## src/rtl/disp_ch_sched.sv

```systemverilog
// Channel scheduler for the seven-segment multiplexer: round-robin
// write arbitration onto the channel-0 load port plus channel select.
module disp_ch_sched #(
    parameter int unsigned DWELL = 50_000_000
) (
    input  logic         clk,
    input  logic         rst,
    input  logic [3:0]   req,
    input  logic [127:0] wdata,
    input  logic [31:0]  wles,
    input  logic [31:0]  wpoint,
    input  logic         mode,
    input  logic [2:0]   sw_sel,
    input  logic         follow,
    output logic [3:0]   gnt,
    output logic         EN,
    output logic [31:0]  Data0,
    output logic [7:0]   LES_lo,
    output logic [7:0]   point_lo,
    output logic [2:0]   Test,
    output logic         busy
);

    localparam logic [1:0] IDLE   = 2'd0;
    localparam logic [1:0] LOAD   = 2'd1;
    localparam logic [1:0] STROBE = 2'd2;

    localparam logic [25:0] DW_LAST = 26'(DWELL - 1);

    logic [1:0]  state;
    logic [1:0]  last;
    logic [1:0]  win;
    logic [1:0]  idx;
    logic [25:0] cnt;

    // Walk from lowest to highest priority so the nearest hit after last wins.
    always_comb begin
        win = 2'd0;
        idx = 2'd0;
        for (int k = 4; k >= 1; k--) begin
            idx = last + k[1:0];
            if (req[idx]) win = idx;
        end
    end

    always_ff @(posedge clk or negedge rst) begin
        if (!rst) begin
            state    <= IDLE;
            last     <= 2'd3;
            gnt      <= 4'b0000;
            EN       <= 1'b0;
            busy     <= 1'b0;
            Data0    <= 32'hAA5555AA;
            LES_lo   <= 8'hFF;
            point_lo <= 8'h00;
        end else begin
            gnt <= 4'b0000;
            EN  <= 1'b0;
            unique case (state)
                IDLE: begin
                    if (|req) begin
                        state    <= LOAD;
                        busy     <= 1'b1;
                        gnt      <= 4'b0001 << win;
                        last     <= win;
                        Data0    <= wdata[{win, 5'b0} +: 32];
                        LES_lo   <= wles[{win, 3'b0} +: 8];
                        point_lo <= wpoint[{win, 3'b0} +: 8];
                    end
                end
                LOAD: begin
                    state <= STROBE;
                    EN    <= 1'b1;
                end
                STROBE: begin
                    state <= IDLE;
                    busy  <= 1'b0;
                end
                default: begin
                    state <= IDLE;
                    busy  <= 1'b0;
                end
            endcase
        end
    end

    // A completed write with follow set snaps the display back to channel 0.
    always_ff @(posedge clk or negedge rst) begin
        if (!rst) begin
            Test <= 3'd0;
            cnt  <= 26'd0;
        end else if (follow && state == STROBE) begin
            Test <= 3'd0;
            cnt  <= 26'd0;
        end else if (!mode) begin
            Test <= sw_sel;
            cnt  <= 26'd0;
        end else if (cnt == DW_LAST) begin
            Test <= Test + 3'd1;
            cnt  <= 26'd0;
        end else begin
            cnt <= cnt + 26'd1;
        end
    end

endmodule

```

## config.mk

```make
export PLATFORM = sky130hd
export DESIGN_NAME = disp_ch_sched
export DESIGN_NICKNAME = d
export VERILOG_FILES = /design/src/rtl/disp_ch_sched.sv
export SDC_FILE = /design/constraint.sdc
export NUM_CORES = 1
export LEC_CHECK = 0
export BUFFER_PORTS_ARGS = -buffer_cell sky130_fd_sc_hd__buf_2
export CORE_MARGIN = 4
export CORE_UTILIZATION = 50
export DETAILED_ROUTE_END_ITERATION = 12
export PLACE_DENSITY = 0.87
export SYNTH_ARGS = -nofsm -noshare
export SYNTH_HDL_FRONTEND = slang
export SYNTH_SLANG_ARGS = --single-unit
```

## constraint.sdc

```tcl
create_clock -name clk -period 4.1 [get_ports clk]
set_input_delay 0.41 -clock clk [delete_from_list [all_inputs] [get_ports clk]]
set_output_delay 0.41 -clock clk [all_outputs]
set_load 0.05 [all_outputs]
```

==> impl_metrics.env, run 1 <==
export IMPL_clockBufferDepth=2
export IMPL_start_util_pct=52.1
export IMPL_core_mm2=0.00991
export IMPL_layout_cells_non_filler=935
export IMPL_postCtsSetupBuffers=0
export IMPL_setup_viol=0
export IMPL_rr_endpoint="Data0[26]$_DFFE_PN0P_"
export IMPL_die_height_um=110
export IMPL_die_w_um=110
export IMPL_slew_headroom_pct=20.8
export IMPL_drc=0
export IMPL_ys_ff_latch=87
export IMPL_final_nets=1001
export IMPL_end_kind="flop"
export IMPL_postRouteAntennaNets=0
export IMPL_vdd_ir_drop_max_mv=0.523
export IMPL_r2r_slack_ns=1.51
export IMPL_antenna_found_initial=1
export IMPL_hold_path_class="primary input to asynchronous set/reset pin"
export IMPL_p_clk_share_pct=11.8
export IMPL_ys_seq_area_share_pct=42.8
export IMPL_dpl_cell_area_mm2=0.00648
export IMPL_cts_tree="done"
export IMPL_routed_wl_um=17100
export IMPL_yosys_top_cells_area="dfrtp_1 30%, a211oi_1 14%, dfstp_2 13%"
export IMPL_io_pins=260
export IMPL_grt_usage_pct=27.8
export IMPL_rsz0062_at_grt="false"
export IMPL_timing_rr_start="last[1]$_DFFE_PN1P_"
export IMPL_seq_power_share_pct=29.5
export IMPL_synth_edf_count=0
export IMPL_totalNegativeSetupSlack_ns=0
export IMPL_yosys_area_top_type="dfrtp_1"
export IMPL_cts_resized=0
export IMPL_hpwl_um=12700
export IMPL_htreeDepth=3
export IMPL_synth_top_cell_area_share_pct=29.6
export IMPL_dieArea_mm2=0.0120
export IMPL_start_kind="flop"
export IMPL_p_per_area_mw_per_mm2=736
export IMPL_worstPathArrival_ns=2.76
export IMPL_synth_warnings=0
export IMPL_syn_to_final_growth_pct=29.2
export IMPL_worst_endpoint_required_ns=4.27
export IMPL_finalPower_w=0.00491
export IMPL_grt_start_max_net_pins=88
export IMPL_max_freq_ghz=0.386
export IMPL_avgSynthCellArea_um2=9.13
export IMPL_tightest_slew_ns=1.18
export IMPL_switching_share_pct=52.5
export IMPL_hold_viol_final=0
export IMPL_grt_pass1_vias=5323
export IMPL_dr_first_iter_drc_count=358
export IMPL_crit_type="flop to flop"
export IMPL_async_reset_ff_share_pct=100
export IMPL_drive_above_1_share_pct=40.1
export IMPL_fp_row_count=36
export IMPL_viasPerCell=5.79
export IMPL_vias=5414
export IMPL_cts_hold_buf=0
export IMPL_root_buffer="clkbuf_8"
export IMPL_clk_pin_slew_ns=0.09
export IMPL_leakagePower_nw=3.22
export IMPL_crit_fanout=49
export IMPL_min_period_over_period_pct=63.2
export IMPL_p_int_w=0.00233
export IMPL_grt_pass1_wl_um=26000
export IMPL_worstRegToRegCells=5
export IMPL_first_pass_iters=5
export IMPL_clock_latency_ns=0.35
export IMPL_grt_overflow_total=0
export IMPL_slew_viol_final=0
export IMPL_wire_per_inst_um=18.3
export IMPL_synth_most_common_cell="a211oi_1"
export IMPL_clock_sinks=87
export IMPL_status="complete, no violations"
export IMPL_synthFlopType="dfrtp_1"
export IMPL_dp_cells=918
export IMPL_final_area_mm2=0.00667
export IMPL_power_switching_w=0.00258
export IMPL_synth_area_mm2=0.00516
export IMPL_period_needed_ns=2.59
export IMPL_ys_types=45
export IMPL_cts_buffers=9
export IMPL_maxCapViolCount=0
export IMPL_skew_ns=0.00872
export IMPL_synth_commonest_cells="96 x a211oi_1, 79 x nor2_1, 61 x dfrtp_1"
export IMPL_gp_congestion=0.884
export IMPL_synth_cells=565
export IMPL_io_buffers=259
export IMPL_comb_power_share_pct=58.7
export IMPL_synth_nets=770
[kinds of logic (layout without fill, tap and decap cells)]
family          after synthesis  count (layout)  share of synthesized area, %
compound gates              113             113                          16.0
xor+xnor                     25              25                          4.24
fa+ha+maj                     2               2                         0.485
buf+inv                      51             286                          4.66
flops                        87              87                          42.8
mux                          50              50                          9.70
other cells                   0               2                             0
simple gates                237             237                          22.1
[power groups by stage]
stage          sequential [W]  combinational, W  clock (W)
2_1_floorplan         0.00237           0.00126          0
3_3_place_gp          0.00144           0.00282          0
3_5_place_dp          0.00145           0.00288          0
4_1_cts               0.00144           0.00288   0.000582
5_1_grt               0.00148           0.00306   0.000623
6_report              0.00145           0.00288   0.000580
[stage by stage]
stage / hold slack, ns / util (%) / setup slack [ns]
CTS: 0.304 / 67.2 / 1.52
global route: 0.330 / 67.3 / 1.33
detailed placement: 0.497 / 65.4 / 1.45
finish: 0.263 / 67.3 / 1.51
global placement: 0.496 / 65.4 / 1.62
floorplan: 0.114 / - / 2.18
[metal layers]
layer,wire (um),global-route usage [%],share of wire [%]
met1,6250,34.2,37
met2,8910,48.4,52
met3,1610,6.40,9.4
met4,314,8.46,1.8
met5,0,0,0
[worst max-delay path, cell delays in order (launching register included)]
cell and delay, ns:
dfstp_2 0.59, mux2i_1 0.20, o22ai_1 0.15, or2_2 0.35, nor2_4 0.92, a211oi_1 0.19
[registers in the layout (all words and copies together) (netlist names)]
| register | count |
|---|---|
| last | 2 |
| cnt | 26 |
| LES_lo | 8 |
| gnt | 4 |
| state | 2 |
| Data0 | 32 |
| Test | 3 |
| point_lo | 8 |
| busy | 1 |
| EN | 1 |
[placed cells by master (no fill, tap or decap), drive strengths merged, types with 3 or more instances in the layout]
| cell | n |
|---|---|
| dfstp | 26 |
| xnor2 | 8 |
| nand2b | 3 |
| and3 | 5 |
| clkbuf | 11 |
| nor4 | 5 |
| nor3 | 52 |
| buf | 265 |
| nor2 | 79 |
| nand4 | 7 |
| a21oi | 7 |
| xor2 | 17 |
| inv | 6 |
| nand2 | 57 |
| dfrtp | 61 |
| mux2i | 50 |
| or3 | 4 |
| nand3 | 12 |
| a211oi | 96 |
| o21ai | 8 |
[cell type report]
class	count	area (um^2)
Tap cell	133	166
Multi-Input combinational cell	427	2740
Antenna cell	2	5.00
Timing Repair Buffer	265	1340
Sequential cell	87	2210
Clock buffer	11	131
Inverter	6	22.5
Fill cell	803	3240
Clock inverter	4	47.5
[worst max path at each step]
stage                                  to  cells after the start           startpoint  slack [ns]
finish              Data0[26]$_DFFE_PN0P_                      5  last[1]$_DFFE_PN1P_        1.51
CTS                 Data0[26]$_DFFE_PN0P_                      5  last[1]$_DFFE_PN1P_        1.52
global placement    LES_lo[7]$_DFFE_PN1P_                      5               req[1]        1.62
floorplan           Data0[23]$_DFFE_PN0P_                      7  last[1]$_DFFE_PN1P_        2.18
detailed placement  Data0[14]$_DFFE_PN1P_                      5               req[1]        1.45
global route         Data0[0]$_DFFE_PN0P_                      5  last[1]$_DFFE_PN1P_        1.33
No activity file was read; power rests on OpenSTA's default activity.
==> run 2, diff against run 1 <==
CORE_UTILIZATION = 46   (was 50)
PLACE_DENSITY = 0.81   (was 0.87)
clock period = 2.51 ns   (was 4.1 ns; I/O delays follow)
==> impl_metrics.env, run 2 (synthesis gave the netlist of run 1 again) <==
export IMPL_tightest_slew_ns=1.00
export IMPL_clockBufferDepth=2
export IMPL_p_per_area_mw_per_mm2=1210
export IMPL_root_buffer="clkbuf_8"
export IMPL_worst_endpoint_required_ns=2.76
export IMPL_antenna_found_initial=4
export IMPL_routed_wl_um=17000
export IMPL_end_kind="flop"
export IMPL_die_w_um=114
export IMPL_grt_pass1_wl_um=26400
export IMPL_drive_above_1_share_pct=40.5
export IMPL_finalCoreUtilization_pct=62.8
export IMPL_crit_fanout=30
export IMPL_rr_endpoint="Data0[20]$_DFFE_PN1P_"
export IMPL_grt_pass1_vias=5373
export IMPL_top_register="Data0"
export IMPL_postRouteAntennaNets=0
export IMPL_max_freq_ghz=0.447
export IMPL_dieArea_mm2=0.0130
export IMPL_finalPower_w=0.00830
export IMPL_wire_per_inst_um=17.9
export IMPL_clock_sinks=87
export IMPL_fp_row_count=38
export IMPL_status="complete, no violations"
export IMPL_period_needed_ns=2.24
export IMPL_dr_first_iter_drc_count=370
export IMPL_totalNegativeSetupSlack_ns=0
export IMPL_gp_congestion=0.886
export IMPL_rsz0062_at_grt="false"
export IMPL_timing_rr_start="last[1]$_DFFE_PN1P_"
export IMPL_critPathCapture="Data0[20]$_DFFE_PN1P_"
export IMPL_maxCapViolCount=0
export IMPL_drc=0
export IMPL_r2r_slack_ns=0.27
export IMPL_crit_type="flop to flop"
export IMPL_grt_overflow_total=0
export IMPL_start_util_pct=47.4
export IMPL_io_buffers=259
export IMPL_vdd_ir_drop_max_mv=0.674
export IMPL_skew_ns=0.0152
export IMPL_clock_latency_ns=0.36
export IMPL_hpwl_um=13000
export IMPL_first_pass_iters=5
export IMPL_cts_tree="done"
export IMPL_syn_to_final_growth_pct=32.6
export IMPL_core_mm2=0.0109
export IMPL_dpl_cell_area_mm2=0.00660
export IMPL_setup_viol=0
export IMPL_htreeDepth=3
export IMPL_mostFrequentLayoutCell="buf_2"
export IMPL_grt_usage_pct=25.7
export IMPL_grt_start_max_net_pins=52
export IMPL_dp_cells=932
export IMPL_hold_path_class="primary input to flop"
export IMPL_reg_largest_list="Data0 x32, cnt x26"
export IMPL_final_cell_mix="258 x buf_2, 96 x a211oi_1, 78 x nor2_1"
export IMPL_slew_viol_final=0
export IMPL_final_area_mm2=0.00684
export IMPL_layout_cells_non_filler=951
export IMPL_final_nets=1009
export IMPL_hold_viol_final=0
export IMPL_worstPathArrival_ns=2.48
export IMPL_die_height_um=114
export IMPL_largest_reg_flops=32
export IMPL_cts_buffers=9
export IMPL_setup_worst_path_start="last[1]$_DFFE_PN1P_"
export IMPL_io_pins=260
export IMPL_clk_pin_slew_ns=0.08
export IMPL_slew_headroom_pct=33.2
export IMPL_viasPerCell=5.70
export IMPL_worstRegToRegCells=6
export IMPL_start_kind="flop"
export IMPL_min_period_over_period_pct=89.1
export IMPL_leakagePower_nw=3.30
export IMPL_vias=5423
## run 2: worst min path at each step
stage	from	endpoint	depth (start not counted)
after floorplan	rst	Data0[0]$_DFFE_PN0P_	0
after global placement	rst	cnt[21]$_DFF_PN0_	1
after detailed placement	rst	cnt[21]$_DFF_PN0_	1
after CTS	mode	Test[0]$_DFFE_PN0P_	2
after global routing	mode	Test[0]$_DFFE_PN0P_	2
final	mode	Test[0]$_DFFE_PN0P_	2
## run 2: timing repair
| action | 4_1_cts | 5_1_grt |
|---|---|---|
| endpoints found under the hold margin | 22 | 0 |
| setup buffers | 0 | 0 |
| hold buffers | 1 | 0 |
| gates resized for setup | 0 | 0 |
## run 2: where the power goes
part	total, W	internal [W]	switching [W]	leakage (nW)
combinational	0.00480	0.00141	0.00340	2.15
clock	0.00115	0.000662	0.000485	0.115
sequential	0.00235	0.00205	0.000302	1.04
## run 2: cell type report
cell class                      count  area (um^2)
Fill cell                         922         4050
Multi-Input combinational cell    427         2740
Sequential cell                    87         2210
Timing Repair Buffer              273         1460
Tap cell                          140          175
Clock buffer                       12          135
Clock inverter                      4         95.1
Inverter                            6         22.5
Antenna cell                        2         5.00
## run 2: layer usage
| layer | track usage, % | part of all wire (%) | wire length, um | vias up |
|---|---|---|---|---|
| li1 | - | - | - | 2528 |
| met1 | 30.6 | 38 | 6400 | 2570 |
| met2 | 43.9 | 51 | 8660 | 268 |
| met3 | 6.58 | 8.3 | 1410 | 53 |
| met4 | 10.9 | 3.3 | 556 | 4 |
| met5 | 0 | 0.082 | 14 | - |
## run 2: metrics by stage
| stage | hold slack, ns | setup slack [ns] |
|---|---|---|
| after floorplan | -0.0446 | 0.593 |
| after global placement | 0.264 | 0.413 |
| after detailed placement | 0.273 | 0.326 |
| after CTS | 0.155 | 0.331 |
| after global routing | 0.168 | 0.139 |
| final | 0.177 | 0.275 |
## run 2: critical path: stages, from the launching register on
cell,delay [ns]
dfstp_2,0.59
mux2i_1,0.21
o22ai_1,0.14
o21ai_4,0.55
buf_12,0.26
a211oi_1,0.07
a211oi_1,0.30
